### config.mk
export PLATFORM = sky130hd
export DESIGN_NAME = alu_sequencer
export DESIGN_NICKNAME = d
export VERILOG_FILES = /design/src/rtl/alu_sequencer.sv
export SDC_FILE = /design/constraint.sdc
export NUM_CORES = 1
export LEC_CHECK = 0
export BUFFER_PORTS_ARGS = -buffer_cell sky130_fd_sc_hd__buf_2
export CAP_MARGIN = 20
export CORE_UTILIZATION = 35
export DETAILED_ROUTE_END_ITERATION = 10
export SYNTH_ARGS = -nofsm -noshare
export SYNTH_HDL_FRONTEND = slang
export SYNTH_SLANG_ARGS = --single-unit
### constraint.sdc
create_clock -name clk -period 3.3 [get_ports clk]
set_input_delay 0.495 -clock clk [delete_from_list [all_inputs] [get_ports clk]]
set_output_delay 0.495 -clock clk [all_outputs]
set_load 0.01 [all_outputs]
### src/rtl/alu_sequencer.sv
// -----------------------------------------------------------------------------
// alu_sequencer
//   Stored-program sequencer for the 6-bit CPU. Holds a 16-word instruction
//   memory and a 4-entry register file, and runs a FETCH/EXEC loop that drives
//   the external combinational ALU and writes its result back.
//
// Ports
//   clk         system clock, rising edge
//   reset       asynchronous active-low reset
//   prog_we     instruction memory write enable (honoured in IDLE/DONE only)
//   prog_addr   instruction memory write address
//   prog_data   instruction word to write
//   start       begin execution at pc=0 (honoured in IDLE/DONE only)
//   A, B, OP    ALU operands / operation (0 add, 1 subtract)
//   alu_result  ALU result, combinational in the same cycle
//   alu_zf      ALU zero flag, combinational in the same cycle
//   busy        high in FETCH and EXEC
//   done        high in DONE
//   zflag       registered zero flag from the last ADD/SUB
//   pc          current program counter
//   dbg_sel     register file debug read select
//   dbg_data    register file debug read data (combinational)
//
// Instruction word [9:0]
//   00 ADD rd[7:6], rs[5:4]   rd <= rd + rs
//   01 SUB rd[7:6], rs[5:4]   rd <= rd - rs
//   10 LDI rd[7:6], imm[5:0]  rd <= imm
//   11 CTRL: [7]=1 HALT, [7]=0 JZ target[3:0]
// -----------------------------------------------------------------------------
module alu_sequencer #(
  parameter int DATA_W  = 6,
  parameter int PC_W    = 4,
  parameter int INSTR_W = 10
) (
  input  logic               clk,
  input  logic               reset,
  input  logic               prog_we,
  input  logic [PC_W-1:0]    prog_addr,
  input  logic [INSTR_W-1:0] prog_data,
  input  logic               start,
  output logic [DATA_W-1:0]  A,
  output logic [DATA_W-1:0]  B,
  output logic               OP,
  input  logic [DATA_W-1:0]  alu_result,
  input  logic               alu_zf,
  output logic               busy,
  output logic               done,
  output logic               zflag,
  output logic [PC_W-1:0]    pc,
  input  logic [1:0]         dbg_sel,
  output logic [DATA_W-1:0]  dbg_data
);

  typedef enum logic [1:0] {S_IDLE, S_FETCH, S_EXEC, S_DONE} state_t;
  typedef enum logic [1:0] {OPC_ADD, OPC_SUB, OPC_LDI, OPC_CTRL} opcode_t;

  state_t              r_state;
  state_t              w_next_state;
  logic [INSTR_W-1:0]  r_imem [2**PC_W];
  logic [INSTR_W-1:0]  r_ir;
  logic [DATA_W-1:0]   r_regs [4];
  logic [PC_W-1:0]     r_pc;
  logic                r_zflag;

  // Instruction field decode from the latched instruction register.
  opcode_t             w_opcode;
  logic [1:0]          w_rd;
  logic [1:0]          w_rs;
  logic [DATA_W-1:0]   w_imm;
  logic [PC_W-1:0]     w_target;
  logic                w_halt;
  logic                w_idle_like;

  assign w_opcode    = opcode_t'(r_ir[9:8]);
  assign w_rd        = r_ir[7:6];
  assign w_rs        = r_ir[5:4];
  assign w_imm       = r_ir[DATA_W-1:0];
  assign w_target    = r_ir[PC_W-1:0];
  assign w_halt      = (w_opcode == OPC_CTRL) && r_ir[7];
  assign w_idle_like = (r_state == S_IDLE) || (r_state == S_DONE);

  assign pc       = r_pc;
  assign zflag    = r_zflag;
  assign dbg_data = r_regs[dbg_sel];

  // State register.
  // NOTE: sequential state uses non-blocking (<=) so every flop samples the
  // pre-edge values; blocking here would create order-dependent races.
  always_ff @(posedge clk or negedge reset) begin
    if (!reset) r_state <= S_IDLE;
    else        r_state <= w_next_state;
  end

  // Next-state logic.
  // NOTE: every always_comb output gets a default first so no path leaves it
  // unassigned, which would otherwise infer a latch.
  always_comb begin
    w_next_state = r_state;
    unique case (r_state)
      S_IDLE, S_DONE: if (start) w_next_state = S_FETCH;
      S_FETCH:        w_next_state = S_EXEC;
      S_EXEC:         w_next_state = w_halt ? S_DONE : S_FETCH;
      default:        w_next_state = S_IDLE;
    endcase
  end

  // Outputs decoded from state. busy falls asynchronously with reset because
  // the state register resets asynchronously.
  always_comb begin
    busy = 1'b0;
    done = 1'b0;
    A    = '0;
    B    = '0;
    OP   = 1'b0;
    unique case (r_state)
      S_FETCH: busy = 1'b1;
      S_EXEC: begin
        busy = 1'b1;
        if (w_opcode == OPC_ADD || w_opcode == OPC_SUB) begin
          A  = r_regs[w_rd];
          B  = r_regs[w_rs];
          OP = r_ir[8];
        end
      end
      S_DONE:  done = 1'b1;
      default: ;
    endcase
  end

  // Program counter, zero flag, instruction register and register file.
  always_ff @(posedge clk or negedge reset) begin
    if (!reset) begin
      r_pc    <= '0;
      r_zflag <= 1'b0;
      r_ir    <= '0;
      for (int i = 0; i < 4; i++) r_regs[i] <= '0;
    end else begin
      unique case (r_state)
        S_IDLE, S_DONE: begin
          if (start) begin
            r_pc    <= '0;
            r_zflag <= 1'b0;
          end
        end
        S_FETCH: r_ir <= r_imem[r_pc];
        S_EXEC: begin
          unique case (w_opcode)
            OPC_ADD, OPC_SUB: begin
              r_regs[w_rd] <= alu_result;
              r_zflag      <= alu_zf;
              r_pc         <= r_pc + 1'b1;
            end
            OPC_LDI: begin
              r_regs[w_rd] <= w_imm;
              r_pc         <= r_pc + 1'b1;
            end
            OPC_CTRL: begin
              // HALT holds pc; JZ branches on the registered flag.
              if (!r_ir[7]) r_pc <= r_zflag ? w_target : r_pc + 1'b1;
            end
            default: ;
          endcase
        end
        default: ;
      endcase
    end
  end

  // Instruction memory write port.
  // NOTE: the memory has no reset so a loaded program survives a reset pulse;
  // this also lets it map onto plain RAM.
  always_ff @(posedge clk) begin
    if (prog_we && w_idle_like) r_imem[prog_addr] <= prog_data;
  end

endmodule

**Yosys cells after proc, flatten, opt, wreduce, memory -nomap -nowiden**

Memories as Yosys holds them, arrays and structs flattened. A register that Yosys moved wholly into a read port is not among the register bits.
Index checks and enable logic that the tools add are counted.

- RAM bits: 160
- Memories: 1
- Word-level logic and storage cells: 77
- Output and inout port bits: 26
- Bits in registers: 31
- Input port bits: 27

- Equal/unequal tests: 9
- $add $sub $neg: 1
- Reductions and logical operators: 17
- Multiplexer cells: 35
- $lt $le $gt $ge: 4
- Bitwise logic cells: 3

Memories:

| name | words | bits a word | read ports | clocked after Yosys merged registers in | wr ports | line | text |
|---|---|---|---|---|---|---|---|
| r_imem | 16 | 10 | 1 | 1 | 1 | 59 | `logic [INSTR_W-1:0] r_imem [2**PC_W];` |

Operators with widths:

| operator | count |
|---|---|
| 6-bit two-way mux | 11 |
| 24-bit bitwise mux | 2 |
| 24-bit case mux with 2 select lines | 1 |
| 6-bit binary-select mux with 2-bit select | 3 |
| 4-bit case mux with 2 select lines | 2 |
| 6-bit demux with 2-bit select | 1 |
| 4-bit two-way mux | 3 |
| 3-bit >= comparator (second input constant) | 3 |
| 2-bit NOT with 3-bit output | 3 |
| 2-bit == test (second input constant) | 4 |
| 1-bit two-way mux | 8 |
| 2-bit case mux with 3 select lines | 1 |
| 3-bit AND reduction | 2 |
| 2-bit OR reduction | 3 |
| 4-bit by 1-bit adder with 4-bit output (second input constant) | 1 |
| 2-bit by 1-bit == test with 1-bit output (second input constant) | 2 |
| 2-bit zero test | 2 |
| 2-bit two-way mux | 2 |
| 2-bit nonzero test | 2 |
| 1-bit logical AND | 3 |
| 3-bit by 1-bit less-than comparator with 1-bit output (second input constant) | 1 |
| 3-bit inequality test (second input constant) | 1 |
| 3-bit OR reduction | 1 |
| 1-bit logical OR | 2 |
| other kinds (5) | 5 |

**Longest topological paths before layout**

- Depth in word-level cells: 7
- Depth in mapped cells: 7

**Least setup slack after synthesis**

Ideal clock, no wire load.

- Path kind: register to register
- From: reg r_state[0]
- To: mem r_imem[0][0] (enable)
- Arrival: 1976 ps
- Slack: 934 ps
- Cell stages (with the launch flop): 7
- Library setup time: 390 ps
- Path buffers: 1
- Path through: dfrtp_1 inv_1 ha_1 buf_2 nand2_1 or3_1 nor3_1

- Longest elaborated chain between the ends: 5
- Elaborated cells on any way between the ends: 6
- Classes of those cells: eq/ne (1); mux (2); reduce/logical (3)

RTL lines:

| what | line | text |
|---|---|---|
| from (decl) | 57 | `state_t r_state;` |
| from (signal assigned) | 91 | `else r_state <= w_next_state;` |
| 2-bit == test / 2-bit zero test (equally long branches) | 80 | `assign w_idle_like = (r_state == S_IDLE) \|\| (r_state == S_DONE);` |
| 1-bit logical OR * | 80 |  |
| 1-bit logical AND * | 173 | `if (prog_we && w_idle_like) r_imem[prog_addr] <= prog_data;` |
| 1-bit two-way mux * | 173 |  |
| 1-bit two-way mux (not written as such) * | 173 |  |
| to (decl) | 59 |  |

Every way passes the cells marked *; elsewhere a longest branch is shown, timed or not.

**Final worst setup path**

- From: reg r_ir[6] (read register of r_imem)
- To: out A[2]

- Longest elaborated chain between the ends: 6

RTL lines:

| what | line | text |
|---|---|---|
| from (decl) | 60 | `logic [INSTR_W-1:0] r_ir;` |
| 2-bit NOT with 3-bit output (not written as such) | 120 | `A = r_regs[w_rd];` |
| 6-bit binary-select mux with 2-bit select | 120 |  |
| 6-bit two-way mux (not written as such) (2 in series) | 120 |  |
| 6-bit two-way mux | 119 | `if (w_opcode == OPC_ADD \|\| w_opcode == OPC_SUB) begin` |
| 6-bit two-way mux | 115 | `unique case (r_state)` |
| to (decl) | 41 | `output logic [DATA_W-1:0] A,` |

No other way between the ends. The select of a mux whose other input is x is not followed.

==> results.json <==
{
  "antenna_left": 0,
  "nNetsFinal": 547,
  "firstDrtPassIters": 4,
  "grt_setup_unrepaired": "false",
  "post-route-period-util_pct": 80.86,
  "pre_cts_ws_ns": 0.9488,
  "hold_viol_final": 0,
  "criticalPathCategory": "register to output port",
  "dp.cells": 813,
  "p_sw_share_pct": 28.46,
  "clock_sinks": 201,
  "cts_tree": "built",
  "end_kind": "output port",
  "netlist_area_um2": 8656,
  "core_um2": 24320,
  "routabilityCongestion": 0.8275,
  "avgSynthCellArea_um2": 19.41,
  "finalCoreUtilization_pct": 41.05,
  "final_cells": 857,
  "syn_nets": 477,
  "io_pins": 53,
  "clockBufferDepth": 3,
  "p_sw_uw": 2100,
  "crit_arrival_ns": 2.17,
  "final.setup.tns_ns": 0,
  "antenna_found_initial": 0,
  "pwr-share-comb_pct": 22.4,
  "ir_worst_vdd_mv": 0.4331,
  "grt_pass1_vias": 4638,
  "cp_data_required_time_ns": 2.80,
  "fin_ws_ns": 0.6317,
  "overflow": 0,
  "period_minus_slack_ns": 2.668,
  "die_area_um2": 25360,
  "layout_commonest_cell": "edfxtp_1",
  "power.density_nw_per_um2": 739.0,
  "start_util_pct": 35.59,
  "maxSlewViolCount": 0,
  "slew_headroom_pct": 35.42,
  "cap_violations": 0,
  "wl_mm": 18.89,
  "drcViolationCount": 0,
  "clock_latency_ns": 0.51,
  "avgViaCountPerCell": 5.159,
  "final_cell_mix": "edfxtp_1, buf_2, mux4_2",
  "grt_pass1_wl_mm": 29.03,
  "dr_total_vias": 4421,
  "worstMarginPinSlew_ns": 0.9651,
  "fp.dieW_um": 159.3,
  "skew_ns": 0.02028,
  "path_max_fanout": 11,
  "status": "complete, no violations",
  "wl_per_cell_um": 22.04,
  "multi_input_area_um2": 2555,
  "max_freq_mhz": 374.8,
  "cts.repair.resized": 0,
  "p_int_uw": 5277,
  "synth.top_cell.area_share_pct": 55.51,
  "synth-seq-cells": 201,
  "p_seq_share_pct": 45.9,
  "numCtsBuffers": 23,
  "placed_area_um2": 9255,
  "grtUsageTotal_pct": 15.30,
  "seqCellArea_um2": 5833,
  "drive_above_1_share_pct": 38.09,
  "yosysSeqAreaShare_pct": 67.36,
  "start_kind": "register",
  "layout-area-overhead-vs-synth_pct": 15.32,
  "htree_levels": 1,
  "grt_max_degree": 42,
  "leakage_uw": 0.003507,
  "ys_types": 41,
  "diodes": 0,
  "clkTransAtPathRegs_ns": 0.06,
  "cts-root-buf": "clkbuf_16",
  "fillCellCount": 2182,
  "yosysTopAreaCell": "edfxtp_1",
  "place.port_buffers": 52,
  "fp.dieH_um": 159.3,
  "final-setup-viol-count": 0,
  "ys_warn_count": 0,
  "syn_inst": 446,
  "dpl.hpwl_mm": 12.25,
  "postLayoutCellArea_um2": 9982,
  "drt_iter0_drc": 264,
  "rows": 57,
  "synth_area_leaders": "edfxtp_1, mux4_2, dfrtp_1",
  "min_path_type": "input port to async pin",
  "power_frac_clock_pct": 31.7
}
-- cells in the mapped netlist (all sizes together) --
cell type / instances
nand4b: 4
o21ai: 4
and4b: 1
mux2i: 14
a31oi: 1
nor2b: 13
o21a: 1
nor4b: 1
nand2: 4
edfxtp: 160
a221oi: 10
mux2: 30
o22ai: 13
o31ai: 1
and4: 3
nor3: 4
a21oi: 1
a22oi: 1
inv: 9
dlygate4sd1: 1
a311oi: 2
nand2b: 6
nor2: 25
ha: 4
mux4: 58
nand4: 1
nand3: 2
or2: 1
dfrtp: 41
buf: 23
and2: 1
or3: 2
clkbuf: 4
-- what timing repair did --
| action | CTS | global route |
|---|---|---|
| setup buffers | 0 | 0 |
| hold endpoints to repair | 0 | 4 |
| hold buffers | 0 | 1 |
-- sequential cells by signal, indices dropped and copies added (netlist names) --
name     count
r_regs      24
pc           4
r_state      2
r_imem     160
zflag        1
r_ir        10
-- power by group through the flow --
stage	Combinational, uW	Clock (uW)	Sequential, uW
2_1_floorplan	1430	0	3210
3_3_place_gp	1630	0	3430
3_5_place_dp	1660	0	3450
4_1_cts	1670	2400	3400
5_1_grt	1780	2500	3450
6_report	1650	2340	3390
-- layer usage --
metal | vias up | global-route usage (%) | part of all wire [%]
met1 | 2293 | 22.58 | 46
met2 | 126 | 23.46 | 46
met5 | - | 0 | 0
met3 | 34 | 2.501 | 4.9
li1 | 1968 | - | -
met4 | 0 | 4.240 | 2.5
-- final timing paths --
check                              from            to  slack, ns  depth (start not counted)
max                             r_ir[6]          A[2]       0.63                          3
min                               reset     r_regs[9]       0.37                          2
max reg2reg                  r_state[0]  r_imem[5][5]       0.96                          4
min reg2reg                  r_regs[22]    r_regs[22]       0.55                          1
max in group asynchronous         reset         pc[1]       2.47                          3
min in group clk           prog_data[3]  r_imem[4][3]       0.39                          1
-- layout make-up --
type / count / share of cell area, %
sequential: 201 / 58.44
inverter: 9 / 0.3384
clock inverter: 16 / 1.103
multi-input combinational: 208 / 25.60
timing repair buffer: 73 / 4.588
clock buffer: 26 / 5.879
tap: 324 / 4.061
-- cells by family (layout without fill, tap and decap cells) --
kind of cell | after synthesis | after routing | share of synthesized area (%)
flip-flops | 201 | 201 | 67.36
multiplexers | 102 | 102 | 20.92
AND/OR/NAND/NOR | 68 | 68 | 4.452
buffers and inverters | 37 | 124 | 3.122
AO/OA/AOI/OAI | 34 | 34 | 3.570
adder cells (fa/ha/maj) | 4 | 4 | 0.5782
-- stage by stage --
stage	hold WS [ns]	power, uW
2_1_floorplan	0.1994	4645
3_3_place_gp	0.5176	5053
3_5_place_dp	0.5395	5111
4_1_cts	0.1913	7464
5_1_grt	0.3549	7723
6_report	0.3723	7377
-- worst max-delay path, cell delays in order (launching register included) --
cell and delay, ns:
dfrtp_1 0.77, mux4_2 0.57, nor2b_1 0.16, buf_2 0.17
Power figures use the tool's default switching activity.
